### config.mk
export PLATFORM = sky130hd
export DESIGN_NAME = mult_div_unit_flat
export DESIGN_NICKNAME = d
export VERILOG_FILES = /design/src/rtl/mult_div_unit_if.sv /design/src/rtl/mult_div_unit.sv /design/src/flat_wrapper.sv
export SDC_FILE = /design/constraint.sdc
export NUM_CORES = 1
export LEC_CHECK = 0
export CAP_MARGIN = 10
export CELL_PAD_IN_SITES_DETAIL_PLACEMENT = 0
export CELL_PAD_IN_SITES_GLOBAL_PLACEMENT = 2
export CORE_MARGIN = 2
export CORE_UTILIZATION = 35
export DETAILED_ROUTE_END_ITERATION = 10
export GPL_ROUTABILITY_DRIVEN = 0
export PLACE_DENSITY_LB_ADDON = 0.12
export SLEW_MARGIN = 20
export SYNTH_ARGS = -nofsm -noshare
export SYNTH_HDL_FRONTEND = slang
export SYNTH_SLANG_ARGS = --single-unit
### constraint.sdc
create_clock -name clk -period 4.66 [get_ports clk]
set_input_delay 0.466 -clock clk [delete_from_list [all_inputs] [get_ports clk]]
set_output_delay 0.466 -clock clk [all_outputs]
set_load 0.01 [all_outputs]
### src/rtl/mult_div_unit_if.sv
// Execute-stage handshake between the control path and the HI/LO multiply/divide engine.
// The master drives operation requests and MF reads; the slave returns HI/LO and status.
interface mult_div_unit_if #(
   parameter int unsigned WIDTH = 32
);
   logic             start;
   logic             op_div;
   logic             is_signed;
   logic [WIDTH-1:0] src_a;
   logic [WIDTH-1:0] src_b;
   logic             mf_req;
   logic [WIDTH-1:0] hi;
   logic [WIDTH-1:0] lo;
   logic             busy;
   logic             done;
   logic             div_by_zero;
   logic             stall;

   modport master (
      output start, op_div, is_signed, src_a, src_b, mf_req,
      input  hi, lo, busy, done, div_by_zero, stall
   );

   modport slave (
      input  start, op_div, is_signed, src_a, src_b, mf_req,
      output hi, lo, busy, done, div_by_zero, stall
   );
endinterface

### src/rtl/mult_div_unit.sv
// Bit-serial multiply/divide engine owning HI/LO. Every operation takes WIDTH+1 edges
// from the start edge; MFHI/MFLO are stalled until the new HI/LO are visible.
module mult_div_unit #(
   parameter int unsigned WIDTH = 32
) (
   input  logic          clk,
   input  logic          reset_n,
   mult_div_unit_if.slave bus
);
   localparam int unsigned CW = (WIDTH > 2) ? $clog2(WIDTH) : 1;
   localparam int unsigned AW = 2 * WIDTH;

   typedef enum logic [1:0] {IDLE, CALC, FIX} state_t;

   state_t           state, state_nxt;
   logic [AW-1:0]    acc, acc_nxt;
   logic [WIDTH-1:0] opb, opb_nxt;
   logic [WIDTH-1:0] raw_a, raw_a_nxt;
   logic [CW-1:0]    cnt, cnt_nxt;
   logic             is_div, is_div_nxt;
   logic             neg_res, neg_res_nxt;
   logic             neg_rem, neg_rem_nxt;
   logic             zero_div, zero_div_nxt;
   logic [WIDTH-1:0] hi_q, hi_nxt;
   logic [WIDTH-1:0] lo_q, lo_nxt;
   logic             busy_q, busy_nxt;
   logic             done_q, done_nxt;
   logic             dbz_q, dbz_nxt;

   logic [WIDTH-1:0] mag_a, mag_b;
   logic [WIDTH:0]   add_sum, div_shift, div_trial;
   logic [AW-1:0]    prod;
   logic [WIDTH-1:0] quo, rem;

   // Operand magnitudes, per-iteration arithmetic and final sign correction
   always_comb begin
      mag_a     = (bus.is_signed && bus.src_a[WIDTH-1]) ? -bus.src_a : bus.src_a;
      mag_b     = (bus.is_signed && bus.src_b[WIDTH-1]) ? -bus.src_b : bus.src_b;
      add_sum   = {1'b0, acc[AW-1:WIDTH]} + {1'b0, (acc[0] ? opb : WIDTH'(0))};
      div_shift = {acc[AW-1:WIDTH], acc[WIDTH-1]};
      div_trial = div_shift - {1'b0, opb};
      prod      = neg_res ? -acc : acc;
      quo       = neg_res ? -acc[WIDTH-1:0] : acc[WIDTH-1:0];
      rem       = neg_rem ? -acc[AW-1:WIDTH] : acc[AW-1:WIDTH];
   end

   always_comb begin
      state_nxt    = state;
      acc_nxt      = acc;
      opb_nxt      = opb;
      raw_a_nxt    = raw_a;
      cnt_nxt      = cnt;
      is_div_nxt   = is_div;
      neg_res_nxt  = neg_res;
      neg_rem_nxt  = neg_rem;
      zero_div_nxt = zero_div;
      hi_nxt       = hi_q;
      lo_nxt       = lo_q;
      busy_nxt     = busy_q;
      done_nxt     = 1'b0;
      dbz_nxt      = 1'b0;

      case (state)
         IDLE: begin
            if (bus.start) begin
               acc_nxt      = {WIDTH'(0), mag_a};
               opb_nxt      = mag_b;
               raw_a_nxt    = bus.src_a;
               is_div_nxt   = bus.op_div;
               neg_res_nxt  = bus.is_signed & (bus.src_a[WIDTH-1] ^ bus.src_b[WIDTH-1]);
               neg_rem_nxt  = bus.is_signed & bus.src_a[WIDTH-1];
               zero_div_nxt = bus.op_div & (bus.src_b == WIDTH'(0));
               cnt_nxt      = CW'(WIDTH - 1);
               busy_nxt     = 1'b1;
               state_nxt    = CALC;
            end
         end
         CALC: begin
            // Multiply shifts the accumulator right; divide shifts remainder:quotient left
            if (is_div) begin
               if (div_trial[WIDTH])
                  acc_nxt = {div_shift[WIDTH-1:0], acc[WIDTH-2:0], 1'b0};
               else
                  acc_nxt = {div_trial[WIDTH-1:0], acc[WIDTH-2:0], 1'b1};
            end else begin
               acc_nxt = {add_sum, acc[WIDTH-1:1]};
            end
            if (cnt == CW'(0))
               state_nxt = FIX;
            else
               cnt_nxt = cnt - CW'(1);
         end
         FIX: begin
            if (is_div) begin
               if (zero_div) begin
                  lo_nxt  = '1;
                  hi_nxt  = raw_a;
                  dbz_nxt = 1'b1;
               end else begin
                  lo_nxt = quo;
                  hi_nxt = rem;
               end
            end else begin
               hi_nxt = prod[AW-1:WIDTH];
               lo_nxt = prod[WIDTH-1:0];
            end
            done_nxt  = 1'b1;
            busy_nxt  = 1'b0;
            state_nxt = IDLE;
         end
         default: state_nxt = IDLE;
      endcase
   end

   always_ff @(posedge clk or negedge reset_n) begin
      if (!reset_n) begin
         state    <= IDLE;
         acc      <= '0;
         opb      <= '0;
         raw_a    <= '0;
         cnt      <= '0;
         is_div   <= 1'b0;
         neg_res  <= 1'b0;
         neg_rem  <= 1'b0;
         zero_div <= 1'b0;
         hi_q     <= '0;
         lo_q     <= '0;
         busy_q   <= 1'b0;
         done_q   <= 1'b0;
         dbz_q    <= 1'b0;
      end else begin
         state    <= state_nxt;
         acc      <= acc_nxt;
         opb      <= opb_nxt;
         raw_a    <= raw_a_nxt;
         cnt      <= cnt_nxt;
         is_div   <= is_div_nxt;
         neg_res  <= neg_res_nxt;
         neg_rem  <= neg_rem_nxt;
         zero_div <= zero_div_nxt;
         hi_q     <= hi_nxt;
         lo_q     <= lo_nxt;
         busy_q   <= busy_nxt;
         done_q   <= done_nxt;
         dbz_q    <= dbz_nxt;
      end
   end

   assign bus.hi          = hi_q;
   assign bus.lo          = lo_q;
   assign bus.busy        = busy_q;
   assign bus.done        = done_q;
   assign bus.div_by_zero = dbz_q;
   assign bus.stall       = bus.mf_req & (busy_q | bus.start);
endmodule

### src/flat_wrapper.sv
// flat-port wrapper written by rule: the top's interface ports become plain ports
module mult_div_unit_flat 
#(
   parameter int unsigned WIDTH = 32
)
  (clk, reset_n, bus_start, bus_op_div, bus_is_signed, bus_src_a, bus_src_b, bus_mf_req, bus_hi, bus_lo, bus_busy, bus_done, bus_div_by_zero, bus_stall);
  mult_div_unit_if #(.WIDTH(WIDTH)) bus_i ();
  input  logic clk;
  input  logic reset_n;
  input wire logic [$bits(bus_i.start)-1:0] bus_start;
  input wire logic [$bits(bus_i.op_div)-1:0] bus_op_div;
  input wire logic [$bits(bus_i.is_signed)-1:0] bus_is_signed;
  input wire logic [$bits(bus_i.src_a)-1:0] bus_src_a;
  input wire logic [$bits(bus_i.src_b)-1:0] bus_src_b;
  input wire logic [$bits(bus_i.mf_req)-1:0] bus_mf_req;
  output wire logic [$bits(bus_i.hi)-1:0] bus_hi;
  output wire logic [$bits(bus_i.lo)-1:0] bus_lo;
  output wire logic [$bits(bus_i.busy)-1:0] bus_busy;
  output wire logic [$bits(bus_i.done)-1:0] bus_done;
  output wire logic [$bits(bus_i.div_by_zero)-1:0] bus_div_by_zero;
  output wire logic [$bits(bus_i.stall)-1:0] bus_stall;
  assign bus_i.start = bus_start;
  assign bus_i.op_div = bus_op_div;
  assign bus_i.is_signed = bus_is_signed;
  assign bus_i.src_a = bus_src_a;
  assign bus_i.src_b = bus_src_b;
  assign bus_i.mf_req = bus_mf_req;
  assign bus_hi = bus_i.hi;
  assign bus_lo = bus_i.lo;
  assign bus_busy = bus_i.busy;
  assign bus_done = bus_i.done;
  assign bus_div_by_zero = bus_i.div_by_zero;
  assign bus_stall = bus_i.stall;
  mult_div_unit #(.WIDTH(WIDTH)) u_core (.clk(clk), .reset_n(reset_n), .bus(bus_i));
endmodule
==> run metrics <==
chip height about 220 um; final antenna-violating net count 0; top_reg_cell synth dfrtp_1; VDD IR max roughly 330 uV; asr flop ratio synth 100.0%; RSZ-0062 raised after global routing false; Initial Util 35.37%; CTS Sinks 206; Worst Setup Start Kind flip-flop; worst slew pin tran ~1 ns; Total GRT Usage 22.67%; total gr overflow 0; post-synth top area share 32.26%; Avg Cell Area, Syn 7.800 um^2; Slew HR approximately a third; Cells after Synth 2,049; most frequent cells in the layout nand2_1, o21ai_0, dfrtp_1; CP Buf/Inv Count 2; Post-route DRC 0; PnR Total Power 0.01435 W; worst skew pair latency 0.58 ns; area growth from synthesis to layout 18.27%; Core ar. 45,190 um^2; sequential fraction of the synthesis area 32.26%; # H-tree levels 1; ant diodes 0; layout cells sized above 1 approximately 5.8%; hold crit path type flip-flop to flip-flop; Slowest-stage cell, CP nand2_1; CP delay by family, top compound AO/OA/AOI/OAI gates; first-pass GRT wire length around 84,000 um; vias 14,630; First-pass DRT Iterations 5; io pins between 100 and 150; period utilization 86.49%; CTS Buf Count 27; Port Buffers 137; Nets 2,262; Fin. Hold Viols 0; setup violators final 0; EDFF count, synth 0; max-slew violations 0; Worst Skew 0.02910 ns; WS Path Type flip-flop to flip-flop; final hold slack 0.4731 ns; largest net degree at the start of global routing 97; cell taking the most area after synthesis dfrtp_1; Crit path arrival time around 4.4 ns; PD cells roughly 760 nW/um^2; Site Rows 78; Worst setup EP type flip-flop; crit path time final 4.030 ns; Die X-Extent 217.7 um; post-synthesis register bit count 206; TNS Setup 0 ns; post-synthesis net count 2,191; most common cell after layout, fill and taps aside nand2_1; CTS tree done; post-DR wirelength/cell slightly below 20 um; Clk pin slew, worst setup/hold paths 0.06 ns; Iter 0 DRT Violations between 900 and 1,000; CP peak stage delay approximately 0.49 ns; critical path cell sequence inv_1 > ha_1 > fa_1 > nand2b_1 > a21oi_1 > o21ai_0 > a211oi_1 > nor2_1 > o31a_1 > nand2_1 > buf_12 > nor2_1 > a21oi_1 > o221ai_1; CP required 5.05 ns; CP Max Fanout 40; initial antenna violation count 1; Max-cap violations 0; Vias/cell 5.341; post-CTS sizing 0; vias in the first global route 14,480; LEAKAGE 7.885 nW; Setup WS pre-CTS 0.6005 ns; Post-Syn Area 15,980 um^2; Yosys warnings 0; Netlist cell types 79; highest clock rate 248.1 MHz; Max clock buf depth 3; DP HPWL 40,960 um; status complete, no violations; worst setup margin 0.6296 ns; Root Buffer clkbuf_16; leading post-synthesis cells by cell area dfrtp_1, nand2_1, o21ai_0; routed wire length 53,820 um; full die area 47,390 um^2
[worst reg2reg max path, cell delays in order, from the launching register on]
cell      delay [ns]
dfrtp_1         0.37
inv_1           0.11
ha_1            0.23
fa_1            0.40
nand2b_1        0.18
a21oi_1         0.26
o21ai_0         0.18
a211oi_1        0.45
nor2_1          0.17
o31a_1          0.36
nand2_1         0.49
buf_12          0.29
nor2_1          0.09
a21oi_1         0.12
o221ai_1        0.13
[layout make-up]
| type | count | area [um^2] |
|---|---|---|
| clock inverters | 12 | 195.2 |
| multi-input cells | 1643 | 10090 |
| flip-flops and latches | 206 | 5161 |
| clock buffers | 36 | 759.5 |
| inverters | 65 | 244.0 |
| repair buffers | 177 | 1703 |
| fillers | 4749 | 26280 |
| well taps | 600 | 750.7 |
[cell families (layout without fill, tap and decap cells)]
logic type                 count (synthesis)  count (layout)  share of synthesized area [%]
adders and majority gates                 72              72                          5.731
xor gates and xnor gates                 204             204                          11.18
buffers and inverters                    200             290                          4.838
AOI/OAI and AO/OA                        598             598                          22.20
and+or+nand+nor                          709             709                          19.99
muxes                                     60              60                          3.805
DFF                                      206             206                          32.26
[power by group]
part           total [W]  internal, W  switching (W)
logic            0.00862      0.00353        0.00509
registers        0.00345      0.00243        0.00103
clock network    0.00228      0.00141       0.000867
total             0.0144      0.00737        0.00698
[routing by layer]
layer,vias up,track usage (%),part of all wire (%)
met4,2,8.128,3.4
li1,7304,-,-
met3,80,2.929,4.7
met1,6910,29.97,46
met5,-,0,0.017
met2,333,37.91,46
[cell usage after synthesis (all sizes together), types with 18 or more instances]
cell and number:
a21o 39, a21oi 141, a22oi 20, buf 20, clkbuf 115, dfrtp 206
ha 70, inv 65, mux2i 54, nand2 361, nand2b 25, nand3 23
nand4 19, nor2 163, nor3 25, nor4 18, o21ai 265, o31ai 26
or3 22, xnor2 120, xor2 84
[path summary, 6_finish.rpt]
check | from | endpoint | slack, ns | depth (start not counted)
hold / removal | u_core.raw_a[31] | u_core.raw_a[31] | 0.47 | 2
max in group asynchronous | reset_n | u_core.acc[2] | 3.11 | 3
setup reg to reg | u_core.acc[31] | u_core.acc[51] | 0.63 | 14
hold reg to reg | u_core.raw_a[31] | u_core.raw_a[31] | 0.47 | 2
min in group asynchronous | reset_n | u_core.bus.hi[20] | 0.54 | 2
setup / recovery | u_core.acc[31] | u_core.acc[51] | 0.63 | 14
[state kept, by name, indices dropped and copies added, names as in the netlist]
signal and cells:
u_core.acc 64, u_core.bus.hi 32, u_core.bus.lo 32, u_core.opb 32, u_core.raw_a 32, u_core.cnt 5
u_core.state 2, u_core.bus.busy 1, u_core.bus.div_by_zero 1, u_core.bus.done 1, u_core.is_div 1, u_core.neg_rem 1
u_core.neg_res 1, u_core.zero_div 1
[through the flow]
step                      std cells  instance area, um^2  util [%]
after floorplan                2049                15980         -
after global placement         2690                17940     39.70
after detailed placement       2690                17940     39.70
after CTS                      2739                18900     41.83
after global routing           2739                18900     41.83
final                          2739                18900     41.83
[timing repair]
item | in CTS | in global routing
endpoints found under the hold margin | 37 | 0
hold buffers | 1 | 0
buffers inserted | 0 | 0
Power figures use the tool's default switching activity.
==> RTL edit 1: new RTL, same flow settings <==
`WIDTH` is set to 32 in 3 places; all go to 16.
--- a/src/rtl/mult_div_unit_if.sv
+++ b/src/rtl/mult_div_unit_if.sv
@@ -1,7 +1,7 @@
 // Execute-stage handshake between the control path and the HI/LO multiply/divide engine.
 // The master drives operation requests and MF reads; the slave returns HI/LO and status.
 interface mult_div_unit_if #(
-   parameter int unsigned WIDTH = 32
+   parameter int unsigned WIDTH = 16
 );
    logic             start;
    logic             op_div;
--- a/src/rtl/mult_div_unit.sv
+++ b/src/rtl/mult_div_unit.sv
@@ -1,7 +1,7 @@
 // Bit-serial multiply/divide engine owning HI/LO. Every operation takes WIDTH+1 edges
 // from the start edge; MFHI/MFLO are stalled until the new HI/LO are visible.
 module mult_div_unit #(
-   parameter int unsigned WIDTH = 32
+   parameter int unsigned WIDTH = 16
 ) (
    input  logic          clk,
    input  logic          reset_n,
--- a/src/flat_wrapper.sv
+++ b/src/flat_wrapper.sv
@@ -1,7 +1,7 @@
 // flat-port wrapper written by rule: the top's interface ports become plain ports
 module mult_div_unit_flat 
 #(
-   parameter int unsigned WIDTH = 32
+   parameter int unsigned WIDTH = 16
 )
   (clk, reset_n, bus_start, bus_op_div, bus_is_signed, bus_src_a, bus_src_b, bus_mf_req, bus_hi, bus_lo, bus_busy, bus_done, bus_div_by_zero, bus_stall);
   mult_div_unit_if #(.WIDTH(WIDTH)) bus_i ();
Interface: changed (resized bus_hi, bus_lo, bus_src_a and bus_src_b); port bits go from 138 to 74. No check against the original RTL was run, so the function may have changed too.
==> RTL edit 1 against the unedited design <==
  * Cell area is 50% lower
  * Clock skew decreased by 0.015 ns
  * Power down 51%
  * Sequential cell count shrank 97
  * Area after synthesis decreased by 49%
  * Critical path depth is 4 lower
  * Routed wire length is 54% lower
  * Non-clock buffer count fell by 92
  * Setup slack gained 0.68 ns
  * Sequential share of layout area up 1.5 points
  * Critical path type unchanged
==> RTL edit 1: results (changes against the unedited design) <==
Outcome
  • Result of the run: finished clean

Cells and area
  • Layout net count: 1,127 (-50%)
  • Total of fill cells in the finished design: 2,360 (-50%)

CTS
  • Insertion delay to the later sink of the worst-skew pair: 0.37 ns (-0.21 ns)
  • Deepest clock path buffer count: 2 (-1)
  • Number of H-tree levels: 3 (+2)

Timing
  • Final Skew: 0.01452 ns (-0.01458 ns)
  • Tightest slew margin relative to the limit: 34.63% (+0.61 points)

Logic synthesis
  • Synthesized instance count: 1,014 (-51%)
  • Area contributors post-synth: dfrtp_1, nand2_1, o21ai_0
  • Part of the Yosys area used for sequential elements: 33.42% (+1.2 points)
  • Synthesized-area fraction occupied by adder cells: 6.162% (+0.43 points)
  • Complex-gate fraction of the synthesized area: 22.18% (-0.023 points)
  • XOR/XNOR share of the synthesized area: 9.657% (-1.5 points)

GRT
  • Global-route wire length before repair: 40,030 µm (-52%)
  • GRT Overall Usage: 21.03% (-1.6 points)
  • Largest net degree at the start of global routing: 69 (-29%)

Power
  • Combinational cell power: 4.20 mW (-51%)
  • Leak: 4.030 nW (-49%)
  • Switch share: 48.45% (-0.19 points)
  • P_seq: 1.93 mW (-44%)
  • Power density relative to cell area: 736.6 nW/µm² (-3.0%)

Route
  • Detail-routed via count per cell: 5.300 (-0.77%)
  • Post-DR wirelength/cell: 18.29 µm (-6.9%)

Placed design
  • Sum of net half-perimeters after detailed placement: 18,910 µm (-54%)
  • Placed Area: 9153 µm² (-49%)
  • Number of input and output port buffers inserted: 73 (-47%)

Setup path
  • Critical-path cell with the highest stage delay: dfrtp_1
## RTL edit 1: changes by cell type after synthesis, moves of 25 or more
cell      before  now
a21oi_1      141   63
clkbuf_1     115   49
dfrtp_1      206  109
ha_1          70   37
inv_1         65   40
nand2_1      360  171
nor2_1       163   79
o21ai_0      259  110
xnor2_1      120   52
xor2_1        84   38
## RTL edit 1: metal layers
layer,track usage [%],routed length [µm]
met3,2.520,1088
met4,5.024,285
met5,0,0
met1,33.89,13570
met2,29.20,10080
## RTL edit 1: final timing paths
kind                            cells after the start          endpoint  slack [ns]              from
max in group asynchronous                           2   u_core.raw_a[8]        3.33           reset_n
worst max-delay path                               10    u_core.acc[29]        1.31     u_core.acc[0]
worst min-delay path                                1    u_core.acc[28]        0.22           reset_n
worst max register to register                     10    u_core.acc[29]        1.31     u_core.acc[0]
worst min register to register                      2  u_core.bus.hi[1]        0.48  u_core.bus.hi[1]
min in group clk                                    2  u_core.bus.hi[1]        0.48  u_core.bus.hi[1]
## RTL edit 1: layout make-up
| type | instances | area, µm² | area share, % |
|---|---|---|---|
| Multi-Input combinational cell | 804 | 5060 | 53.36 |
| Sequential cell | 109 | 2730 | 28.79 |
| Timing Repair Buffer | 85 | 818.3 | 8.630 |
| Tap cell | 313 | 391.6 | 4.130 |
| Clock buffer | 9 | 225.2 | 2.375 |
| Inverter | 41 | 153.9 | 1.623 |
| Clock inverter | 7 | 102.6 | 1.082 |
## RTL edit 1: critical path, delay by kind of cell, from the launching register on
| family | cells | cell delay [ns] |
|---|---|---|
| DFF | 1 | 0.44 |
| and+or+nand+nor | 2 | 0.26 |
| adders and majority gates | 1 | 0.34 |
| AOI/OAI and AO/OA | 5 | 1.41 |
| muxes | 1 | 0.36 |
| buffers and inverters | 1 | 0.43 |
==> RTL edit 2: new RTL, same flow settings <==
Made on the original files. `opb` no longer has a reset.
--- a/src/rtl/mult_div_unit.sv
+++ b/src/rtl/mult_div_unit.sv
@@ -116,7 +116,6 @@
       if (!reset_n) begin
          state    <= IDLE;
          acc      <= '0;
-         opb      <= '0;
          raw_a    <= '0;
          cnt      <= '0;
          is_div   <= 1'b0;
@@ -131,7 +130,6 @@
       end else begin
          state    <= state_nxt;
          acc      <= acc_nxt;
-         opb      <= opb_nxt;
          raw_a    <= raw_a_nxt;
          cnt      <= cnt_nxt;
          is_div   <= is_div_nxt;
@@ -146,6 +144,10 @@
       end
    end
 
+   always_ff @(posedge clk) begin
+      opb <= opb_nxt;
+   end
+
    assign bus.hi          = hi_q;
    assign bus.lo          = lo_q;
    assign bus.busy        = busy_q;
Function: same outputs for any inputs over 10 cycles, from zero or initial values and one cycle with reset_n low; that may be too few to reach the edited logic, so the function may still have changed.
==> RTL edit 2 against the unedited design <==
  * Cell area is 2.4% lower
  * Routed wire length is 7.0% lower
  * Setup slack worse by 0.53 ns
  * Power is 14% lower
  * Cell count is 4.7% lower
  * Sequential cell count stayed put
  * Area after synthesis is 3.0% lower
  * Sequential power is 3% lower
  * Sequential share of layout area is 1.5 points higher
  * Hold slack worse by 0.46 ns
  * Critical endpoint is now u_core.bus.hi[28]
  * Largest cell class unchanged
==> RTL edit 2: results (changes against the unedited design) <==
Outcome
  • Result of the run: finished clean

Cells and area
  • Number of antenna cells inserted: 0 (unchanged)
  • Layout net count: 2,138 (-5.5%)
  • Non-filler cells in the finished layout: 2,609 (-4.7%)
  • Number of flip-flops under the largest register name: 64 (unchanged)
  • Register containing the most flip-flops in the final layout: u_core.acc
  • Fraction of layout instances using a drive strength above 1: 6.148% (+0.40 points)

GRT
  • Largest net degree at the start of global routing: 100 (+3.1%)
  • Global-route wire length before repair: 79,960 µm (-4.4%)
  • GRT Overall Usage: 21.73% (-0.94 points)
  • Number of antenna violations at the first check in global routing: 0 (-1)

Power
  • Leak: 7.929 nW (+0.56%)
  • Switch share: 46.23% (-2.4 points)
  • Worst supply voltage drop on vdd: 296.1 µV (-11%)

Setup path
  • Worst setup path start: u_core.acc[0]
  • Stage delay of the slowest cell on the critical path: 0.63 ns (+0.14 ns)
  • End point of the critical path: u_core.bus.hi[28]
  • Critical-path cell with the highest stage delay: or4_4
  • Arrival time worst endpoint: 4.99 ns (+0.57 ns)
  • Flop2flop setup slack: 0.10 ns (-0.53 ns)
  • Highest fanout seen on the critical path: 12 (-70%)
  • Number of cells on the worst reg-to-reg path: 12 (-2)
  • Cell family with the largest share of critical-path delay: simple AND/OR/NAND/NOR gates

CTS
  • Number of clock buffers inserted by TritonCTS: 27 (unchanged)
  • CTS clock-pin slew for the worst setup and hold paths: 0.06 ns (about the same)
  • Clock root buffer: clkbuf_16
  • Number of buffers inserted by post-CTS setup repair: 0 (unchanged)
  • Deepest clock path buffer count: 3 (unchanged)
  • Insertion delay to the later sink of the worst-skew pair: 0.57 ns
  • Number of H-tree levels: 1 (unchanged)

Route
  • Post-DR wirelength/cell: 19.18 µm (-2.4%)
  • Via total after detailed routing: 13,850 (-5.3%)
  • Iteration count of the initial detailed-routing pass: 5 (unchanged)
  • Starting DRC count in detailed routing: 976 (+3.8%)

Min path
  • Min-delay worst type: primary input to async pin

Placed design
  • Placed Area: 17,560 µm² (-2.1%)
  • Number of input and output port buffers inserted: 137 (unchanged)
  • Sum of net half-perimeters after detailed placement: 37,050 µm (-9.6%)

Logic synthesis
  • Post-synthesis async set-or-reset flop share: 84.47% (-16 points)
  • Number of synthesized flops with an enable pin: 32 (+32)
  • Area contributors post-synth: dfrtp_1, nand2_1, o21ai_0
  • Number of nets in the synthesized netlist: 2,040 (-6.9%)
  • Synthesized instance count: 1,898 (-7.4%)
  • Leading cell types by count after synthesis: nand2_1, o21ai_0, dfrtp_1
  • Number of library cell types mapped by synthesis: 66 (-16%)
  • Part of the Yosys area used for sequential elements: 34.28% (+2.0 points)
  • Total of warnings raised by yosys: 0 (unchanged)

Timing
  • Tightest slew margin relative to the limit: 33.07% (-0.94 points)
  • Final Skew: 0.01725 ns (-0.01186 ns)
RTL edit 2: cell families (layout without fill, tap and decap cells):
group	count (synthesis)	after routing	synth area share [%]
and+or+nand+nor	621	621	17.91
AOI/OAI and AO/OA	544	544	20.87
DFF	206	206	34.28
xor gates and xnor gates	203	203	11.47
buffers and inverters	171	290	4.317
muxes	81	81	5.253
adders and majority gates	72	72	5.907
RTL edit 2: area by class of cell:
| cell class | instances | area, µm² |
|---|---|---|
| Clock buffer | 41 | 818.3 |
| Clock inverter | 9 | 63.81 |
| Fill cell | 4550 | 25480 |
| Inverter | 59 | 221.5 |
| Multi-Input combinational cell | 1521 | 9557 |
| Sequential cell | 206 | 5320 |
| Tap cell | 592 | 740.7 |
| Timing Repair Buffer | 181 | 1730 |
RTL edit 2: layer usage:
metal / share of wire (%) / vias to the layer above / GRT usage (%)
met5: 0 / - / 0
met4: 1.3 / 0 / 3.727
met3: 3.5 / 41 / 2.397
met2: 47 / 195 / 36.32
met1: 48 / 6770 / 30.65
li1: - / 6846 / -
RTL edit 2: worst min path at each step:
stage,end,startpoint,slack (ns)
3_3_place_gp,u_core.raw_a[31],u_core.raw_a[31],0.46
3_5_place_dp,u_core.raw_a[29],u_core.raw_a[29],0.47
6_report,u_core.acc[40],reset_n,0.01
2_1_floorplan,u_core.acc[0],reset_n,0.17
4_1_cts,u_core.acc[45],reset_n,0.06
5_1_grt,u_core.acc[41],reset_n,0.05
RTL edit 2: timing repair:
action,in CTS,in global routing
hold endpoints to repair,0,0
setup endpoints to repair,0,3
gates resized for setup,0,2
RTL edit 2: worst register-to-register path, stage by stage (launching register included):
cell and delay, ns:
dfrtp_1 0.37, inv_1 0.08, ha_1 0.19, or4b_1 0.49
or4_4 0.49, or4_4 0.48, or3_4 0.38, or4_4 0.44
or4_4 0.63, o31ai_2 0.30, mux2_2 0.35, o22ai_1 0.13
o21ai_1 0.08
RTL edit 2: power by group through the flow:
stage	combinational (mW)	sequential [mW]	clock (mW)
finish	6.91	3.36	2.07
global route	7.79	3.47	2.21
CTS	6.94	3.36	2.14
global placement	6.87	3.38	0
floorplan	5.39	2.84	0
detailed placement	6.89	3.39	0
RTL edit 2: stage by stage:
| step | setup WS [ns] | util (%) |
|---|---|---|
| 3_3_place_gp | 0.1142 | 39.97 |
| 5_1_grt | -0.006170 | 42.00 |
| 6_report | 0.1027 | 42.00 |
| 3_5_place_dp | 0.08943 | 39.97 |
| 2_1_floorplan | 0.01444 | - |
| 4_1_cts | 0.09720 | 41.98 |
